## src/rtl/pipe_stage_reg.sv

```systemverilog
// rtl/pipe_stage_reg.sv - one-cycle pipeline stage register with flush/stall bubble control
// Optional stall/flush performance counters are built when PIPE_STAGE_PERF_CNT_EN is defined.
module pipe_stage_reg #(
   parameter int N_WORDS     = 7,
   parameter int TNEW_W      = 3,
   parameter int BUBBLE_TNEW = 0,
   parameter int CNT_W       = 16
) (
   input  logic                    clk,
   input  logic                    reset,
   input  logic                    en,
   input  logic                    flush,
   input  logic                    valid_i,
   input  logic [31:0]             instr_i,
   input  logic [32*N_WORDS-1:0]   payload_i,
   input  logic                    newjudge_i,
   input  logic [TNEW_W-1:0]       tnew_i,
   input  logic                    cnt_clr,
   output logic                    valid_o,
   output logic [31:0]             instr_o,
   output logic [32*N_WORDS-1:0]   payload_o,
   output logic                    newjudge_o,
   output logic [TNEW_W-1:0]       tnew_o,
   output logic [CNT_W-1:0]        stall_cnt_o,
   output logic [CNT_W-1:0]        flush_cnt_o
);

   localparam logic [TNEW_W-1:0] BUBBLE_TNEW_V = TNEW_W'(BUBBLE_TNEW);

   logic                  valid_q,    valid_d;
   logic [31:0]           instr_q,    instr_d;
   logic [32*N_WORDS-1:0] payload_q,  payload_d;
   logic                  newjudge_q, newjudge_d;
   logic [TNEW_W-1:0]     tnew_q,     tnew_d;

   logic load_bubble;
   logic load_real;
   logic [TNEW_W-1:0] tnew_dec;

   // Flush wins over enable; an enabled load of an empty slot is the same as a flush.
   assign load_bubble = flush | (en & ~valid_i);
   assign load_real   = ~flush & en & valid_i;
   assign tnew_dec    = (tnew_i != '0) ? (tnew_i - TNEW_W'(1)) : '0;

   always_comb begin
      valid_d    = valid_q;
      instr_d    = instr_q;
      payload_d  = payload_q;
      newjudge_d = newjudge_q;
      tnew_d     = tnew_q;
      if (load_bubble) begin
         valid_d    = 1'b0;
         instr_d    = '0;
         payload_d  = '0;
         newjudge_d = 1'b0;
         tnew_d     = BUBBLE_TNEW_V;
      end else if (load_real) begin
         valid_d    = 1'b1;
         instr_d    = instr_i;
         payload_d  = payload_i;
         newjudge_d = newjudge_i;
         tnew_d     = tnew_dec;
      end
   end

   always_ff @(posedge clk or negedge reset) begin
      if (!reset) begin
         valid_q    <= 1'b0;
         instr_q    <= '0;
         payload_q  <= '0;
         newjudge_q <= 1'b0;
         tnew_q     <= BUBBLE_TNEW_V;
      end else begin
         valid_q    <= valid_d;
         instr_q    <= instr_d;
         payload_q  <= payload_d;
         newjudge_q <= newjudge_d;
         tnew_q     <= tnew_d;
      end
   end

   assign valid_o    = valid_q;
   assign instr_o    = instr_q;
   assign payload_o  = payload_q;
   assign newjudge_o = newjudge_q;
   assign tnew_o     = tnew_q;

`ifdef PIPE_STAGE_PERF_CNT_EN
   logic [CNT_W-1:0] stall_cnt_q, stall_cnt_d;
   logic [CNT_W-1:0] flush_cnt_q, flush_cnt_d;
   logic             stall_evt;
   logic             flush_evt;

   // A stall only counts when it is holding a real instruction; a flush only when it kills one.
   assign stall_evt = ~flush & ~en & valid_q;
   assign flush_evt = flush & (valid_i | valid_q);

   always_comb begin
      stall_cnt_d = stall_cnt_q;
      flush_cnt_d = flush_cnt_q;
      if (cnt_clr) begin
         stall_cnt_d = '0;
         flush_cnt_d = '0;
      end else begin
         if (stall_evt && (stall_cnt_q != '1)) begin
            stall_cnt_d = stall_cnt_q + CNT_W'(1);
         end
         if (flush_evt && (flush_cnt_q != '1)) begin
            flush_cnt_d = flush_cnt_q + CNT_W'(1);
         end
      end
   end

   always_ff @(posedge clk or negedge reset) begin
      if (!reset) begin
         stall_cnt_q <= '0;
         flush_cnt_q <= '0;
      end else begin
         stall_cnt_q <= stall_cnt_d;
         flush_cnt_q <= flush_cnt_d;
      end
   end

   assign stall_cnt_o = stall_cnt_q;
   assign flush_cnt_o = flush_cnt_q;
`else
   logic unused_cnt_clr;

   assign unused_cnt_clr = cnt_clr;
   assign stall_cnt_o    = '0;
   assign flush_cnt_o    = '0;
`endif

endmodule

```

## config.mk

```make
export PLATFORM = sky130hd
export DESIGN_NAME = pipe_stage_reg
export DESIGN_NICKNAME = d
export VERILOG_FILES = /design/src/rtl/pipe_stage_reg.sv
export SDC_FILE = /design/constraint.sdc
export NUM_CORES = 1
export LEC_CHECK = 0
export ABC_AREA = 1
export BUFFER_PORTS_ARGS = -buffer_cell sky130_fd_sc_hd__buf_2
export CAP_MARGIN = 20
export CORE_AREA = 2 2 218 220
export CTS_BUF_LIST = sky130_fd_sc_hd__clkbuf_4
export DETAILED_ROUTE_END_ITERATION = 16
export DIE_AREA = 0 0 220 222
export SLEW_MARGIN = 40
export SYNTH_ARGS = -nofsm -noshare
export SYNTH_HDL_FRONTEND = slang
export SYNTH_SLANG_ARGS = --single-unit
```

## constraint.sdc

```tcl
create_clock -name clk -period 0.8 [get_ports clk]
set_input_delay 0.16 -clock clk [delete_from_list [all_inputs] [get_ports clk]]
set_output_delay 0.16 -clock clk [all_outputs]
set_load 0.03 [all_outputs]
```

==> results of run 1 <==
## cell families (layout without fill, tap and decap cells)
kind of cell | after synthesis | count (layout) | synth area share, %
other | 1 | 34 | 0.0371
buffers and inverters | 91 | 1224 | 5.52
AOI/OAI and AO/OA | 1 | 1 | 0.0495
adders and majority gates | 2 | 2 | 0.248
DFF | 261 | 261 | 64.7
and+or+nand+nor | 790 | 790 | 29.5
## synthesized netlist by cell type
master | instances | area share [%]
nor2_1 | 1 | 0.037
buf_2 | 29 | 1.4
buf_4 | 48 | 3.6
nand3b_1 | 1 | 0.074
clkbuf_1 | 11 | 0.41
conb_1 | 1 | 0.037
ha_1 | 2 | 0.25
inv_1 | 3 | 0.11
nand2_1 | 784 | 29
nor2_2 | 2 | 0.12
dfrtp_1 | 261 | 65
or2_2 | 1 | 0.062
nand3_1 | 1 | 0.050
o21ai_0 | 1 | 0.050
## through the flow
step | hold WS (ps) | area, µm² | worst slack [ps] | setup TNS [ps]
detailed placement | 131 | 13900 | -419 | -89730
finish | -34.3 | 21400 | -832 | -273870
floorplan | -136 | 10300 | -29.6 | -7040
global placement | 123 | 13900 | -396 | -84740
global route | -121 | 21400 | -871 | -294600
CTS | 0.276 | 20500 | -870 | -284630
## final cells by class
cell class,instances,area [µm²],area share [%]
multi-input cells,825,3230,15.1
diodes,2,5.00,0.0234
well taps,607,759,3.55
inverters,3,11.3,0.0527
clock buffers,106,796,3.72
repair buffers,1094,9940,46.5
flip-flops and latches,261,6530,30.6
clock inverters,21,93.8,0.439
## sequential cells by signal, summed over array words and instances, names as in the netlist
name and count:
payload_o 224, newjudge_o 1, tnew_o 3, valid_o 1
instr_o 32
## worst max-delay path, delay by kind of cell
kind                   cells  cell delay [ps]
buffers and inverters      6             1780
AND/OR/NAND/NOR            4              410
## worst max-delay path by stage
stage / start / endpoint / cells past startpoint
2_1_floorplan: valid_i / payload_o[23]$_DFFE_PN0P_ / 6
3_3_place_gp: en / payload_o[157]$_DFFE_PN0P_ / 7
3_5_place_dp: en / payload_o[139]$_DFFE_PN0P_ / 7
4_1_cts: instr_o[0]$_DFFE_PN0P_ / instr_o[0] / 1
5_1_grt: payload_o[109]$_DFFE_PN0P_ / payload_o[109] / 1
6_report: en / payload_o[121]$_DFFE_PN0P_ / 10
## routing by layer
metal	global-route usage, %	wire length, µm	up-vias
met5	0	0	-
met1	17.4	17200	6042
met4	12.9	2940	0
met3	5.84	4620	206
met2	30.1	24100	813
li1	-	-	5636
## timing repair
action                                  CTS  global route
gates resized for setup                 522            78
buffers inserted                         42           105
hold buffers                            381             3
hold endpoints to repair                522           233
cloned                                    0             6
pin swaps                                 0            34
endpoints found under the setup margin  261           783
## report_power, final
part / leakage (nW) / internal, mW / total, mW / switching (mW)
Combinational: 7.66 / 3.41 / 6.73 / 3.32
Clock: 0.537 / 6.10 / 12.2 / 6.09
Sequential: 3.56 / 13.7 / 14.1 / 0.434
==> flow_summary.ini, run 1 <==
[outcome]
status = complete, but fails checks
violations = negative hold slack, negative setup slack

[layout]
mostFrequentLayoutCells = nand2_1, dlygate4sd3_1, buf_6, buf_2, dfrtp_1
nNetsFinal = 2528
fin_util_pct = 46.2
area_growth_pct = 112
drive_above_1_share_pct = 38.6
fill_cells = 3836
final_cells = 2919
mostFrequentLayoutCell = nand2_1

[clock_tree]
cts.sinks = 261
cts_buffers = 75
path_clk_slew_ps = 70
insertion_delay_ps = 740
clockBufferDepth = 3
htreeDepth = 3
cts_tree = done
clock-root-buffer = clkbuf_4

[min_path]
hp-class = input port to async pin

[timing]
fmax_mhz = 613
fin_skew_ps = 0
layout_setup_ws_ps = -832
min_period_over_period_pct = 204
hold_ws_ps = -34.3
slew_viol_final = 0
setup_viol = 522
hold_viol = 6
period_minus_slack_ps = 1630
rsz0062_at_grt = true

[yosys]
avgSynthCellArea_um2 = 8.81
ys_types = 14
synthesis.area_um2 = 10100
ys_seq_area_share_pct = 64.7
synth_warnings = 0
synthesis.instances = 1146
synth-seq-cells = 261

[critical_path]
cp.arrival_ps = 2360
crit_fanout = 6
path_cells = buf_6 -> dlygate4sd3_1 -> nand2_4 -> nor2_4 -> buf_12 -> clkbuf_16 -> clkbuf_16 -> nand2_1 -> dlygate4sd3_1 -> nand2_1
end_kind = flop
slowest_delay_ps = 670
reg2reg_to = payload_o[120]$_DFFE_PN0P_
slowest_stage = dlygate4sd3_1
rr_worst_depth = 3
path_class = input port to flop
r2r_start = payload_o[120]$_DFFE_PN0P_
rrSetupSlack_ps = -40
cp.required_ps = 1530
startpoint_type = input port

[grt]
grt_pass1_wl_um = 67300
overflow = 0
grt_pass1_vias = 13500
antenna_found_initial = 1
grt_max_degree = 41
grt_usage_pct = 17.5

[place]
gp_congestion = 0.809
dp_cells = 2298
detailed_place_hpwl_um = 24700
io_buffers = 525

[drt]
route.detailed.drc = 0
first_pass_iters = 5
vias = 12700
drtAntennaViolNets = 0
first_iter_violations = 651
viasPerCell = 4.35
wl_per_cell_um = 16.7
wirelength_um = 48800

[power]
leakagePower_nw = 11.8
ir_drop_uv = 1210
power_density_nw_per_um2 = 1550
power_mw = 33.1

[floorplanning]
row_count = 79
coreArea_um2 = 46300
initial_utilization_pct = 21.8
die_area_um2 = 48800
pin_count = 559
die_y_um = 222
die_x_um = 220

[job]
maxCapViolCount = 0
Note: power is estimated with default switching activity, not from simulation.
==> run 2: changes to the inputs <==
--- a/config.mk
+++ b/config.mk
@@ -8,10 +8,13 @@
 export ABC_AREA = 1
 export BUFFER_PORTS_ARGS = -buffer_cell sky130_fd_sc_hd__buf_2
 export CAP_MARGIN = 20
-export CORE_AREA = 2 2 218 220
-export CTS_BUF_LIST = sky130_fd_sc_hd__clkbuf_4
+export CELL_PAD_IN_SITES_DETAIL_PLACEMENT = 0
+export CELL_PAD_IN_SITES_GLOBAL_PLACEMENT = 1
+export CORE_AREA = 2 2 217 219
+export CTS_BUF_LIST = sky130_fd_sc_hd__clkbuf_8 sky130_fd_sc_hd__clkbuf_16
 export DETAILED_ROUTE_END_ITERATION = 16
-export DIE_AREA = 0 0 220 222
+export DIE_AREA = 0 0 219 221
+export PLACE_DENSITY_LB_ADDON = 0.1
 export SLEW_MARGIN = 40
 export SYNTH_ARGS = -nofsm -noshare
 export SYNTH_HDL_FRONTEND = slang
==> run 2 against run 1 <==
Net effect: the run ends with negative setup slack left; utilization down 2.4 points; die area is 0.90% lower; final cell count down 6.9%; critical path depth decreased by 9; clock skew did not move; largest power group is now clock; wire length is 15% lower; clock power rose by 21%; worst setup slack improved by 360 ps; flip-flop and latch count unchanged; non-clock buffer count decreased by 133; global-route usage shrank 0.81 points.
==> flow_summary.ini, run 2 (same netlist as run 1, synthesis figures left out) <==
[floorplanning]
pin_count = 559
initial_utilization_pct = 21.9
row_count = 79
die_y_um = 221
die_area_um2 = 48400
die_x_um = 219
coreArea_um2 = 46100

[critical_path]
end_kind = primary output
slowest_stage = dfrtp_2
critPathTopFamily = flip-flops
path_class = flop to primary output
startpoint_type = flop
crit_path_start = payload_o[187]$_DFFE_PN0P_
r2r_start = payload_o[11]$_DFFE_PN0P_
path_cells = buf_6
cp.arrival_ps = 1110
path_buf_inv = 1
cp.required_ps = 640
slowest_delay_ps = 430
crit_fanout = 2

[power]
p_sw_share_pct = 26.5
cell_internal_pwr_mw = 25.7
seq_power_share_pct = 40.3
power.switching_mw = 9.26
ir_drop_uv = 1190
comb_power_share_pct = 17.4
power_density_nw_per_um2 = 1730
leakagePower_nw = 11.2
power_mw = 35.0
clkPwrFrac_pct = 42.3

[timing]
setup_viol = 276
fmax_mhz = 788
min_period_over_period_pct = 159
slew_viol_final = 0
fin_skew_ps = 0
rsz0062_at_grt = true
period_minus_slack_ps = 1270
hold_ws_ps = 63.9
layout_setup_ws_ps = -469
hold_viol = 0

[min_path]
hp-class = input port to flop
hold_start = tnew_i[0]

[layout]
mostFrequentLayoutCell = nand2_1
mostFrequentLayoutCells = nand2_1, buf_6, buf_2, dlygate4sd3_1, dfrtp_1
nNetsFinal = 2354
fin_util_pct = 43.8
largest_reg_flops = 224
area_growth_pct = 99.5
drive_above_1_share_pct = 36.2
final_cells = 2717

[drt]
wirelength_um = 41400
vias = 10600
wl_per_cell_um = 15.2
drtAntennaViolNets = 0
viasPerCell = 3.92
first_pass_iters = 4
first_iter_violations = 441
route.detailed.drc = 0

[job]
maxCapViolCount = 0

[place]
detailed_place_hpwl_um = 29800
dp_cells = 2289
gp_congestion = 0.773
place_ws_ps = -409
io_buffers = 525

[outcome]
violations = negative setup slack
status = complete, but fails checks

[clock_tree]
clock-root-buffer = clkbuf_16
clockBufferDepth = 3
insertion_delay_ps = 530
cts_tree = done
cts.sinks = 261
htreeDepth = 2
path_clk_slew_ps = 50
cts_buffers = 34

[grt]
grt_max_degree = 45
antenna_found_initial = 4
grt_pass1_wl_um = 63200
overflow = 0
grt_usage_pct = 16.7
grt_pass1_vias = 11100
## run 2: changes by cell type in the layout (fill, tap and decap cells not counted), moves of 9 or more
cell | before | now
buf_12 | 21 | 30
buf_4 | 158 | 137
buf_6 | 288 | 270
clkbuf_16 | 6 | 37
clkbuf_4 | 106 | 0
clkinv_1 | 13 | 0
dlygate4sd3_1 | 351 | 260
inv_1 | 3 | 15
nand2_1 | 749 | 774
nand2_2 | 34 | 10
## run 2: cell type report
cell class,instances,area (µm²)
Sequential cell,261,6530
Clock inverter,17,95.1
Fill cell,4654,25900
Inverter,3,11.3
Antenna cell,2,5.00
Timing Repair Buffer,961,8600
Multi-Input combinational cell,825,3170
Tap cell,607,759
Clock buffer,41,981
## run 2: stage by stage
step                cell area (µm²)  TNS [ps]
finish                        20200   -111430
global route                  20200   -123540
floorplan                     10300     -7040
global placement              14000    -87900
detailed placement            14000    -90440
CTS                           19600   -122070
## run 2: repair_timing
item                                    4_1_cts  5_1_grt
gates cloned                                  0        0
resized for setup                           524       20
hold buffers                                260        0
buffers inserted                             43       65
endpoints found under the hold margin       519        0
endpoints found under the setup margin      261      262
pin swaps                                     0       11
## run 2: worst paths after layout
path                       slack, ps  cells past startpoint                    endpoint
max                             -470                      1              payload_o[187]
min                               60                      4       tnew_o[0]$_DFFE_PN0P_
max reg2reg                      -70                      4   payload_o[11]$_DFFE_PN0P_
min reg2reg                      500                      2   payload_o[67]$_DFFE_PN0P_
max in group asynchronous        180                      3  payload_o[107]$_DFFE_PN0P_
min in group asynchronous        220                      3  payload_o[104]$_DFFE_PN0P_
## run 2: per-layer routing
layer  vias to the layer above  GRT usage (%)  part of all wire [%]
met5                         -              0                 0.063
li1                       5257              -                     -
met2                       350           27.7                    48
met3                        59           5.81                   8.6
met4                         4           5.43                   2.4
met1                      4974           20.1                    41
## run 2: power groups by stage
stage | clock network (mW) | logic, mW | registers [mW]
2_1_floorplan | 0 | 1.08 | 15.2
3_3_place_gp | 0 | 4.21 | 14.2
3_5_place_dp | 0 | 4.20 | 14.2
4_1_cts | 15.4 | 5.97 | 14.1
5_1_grt | 16.0 | 6.54 | 14.1
6_report | 14.8 | 6.09 | 14.1
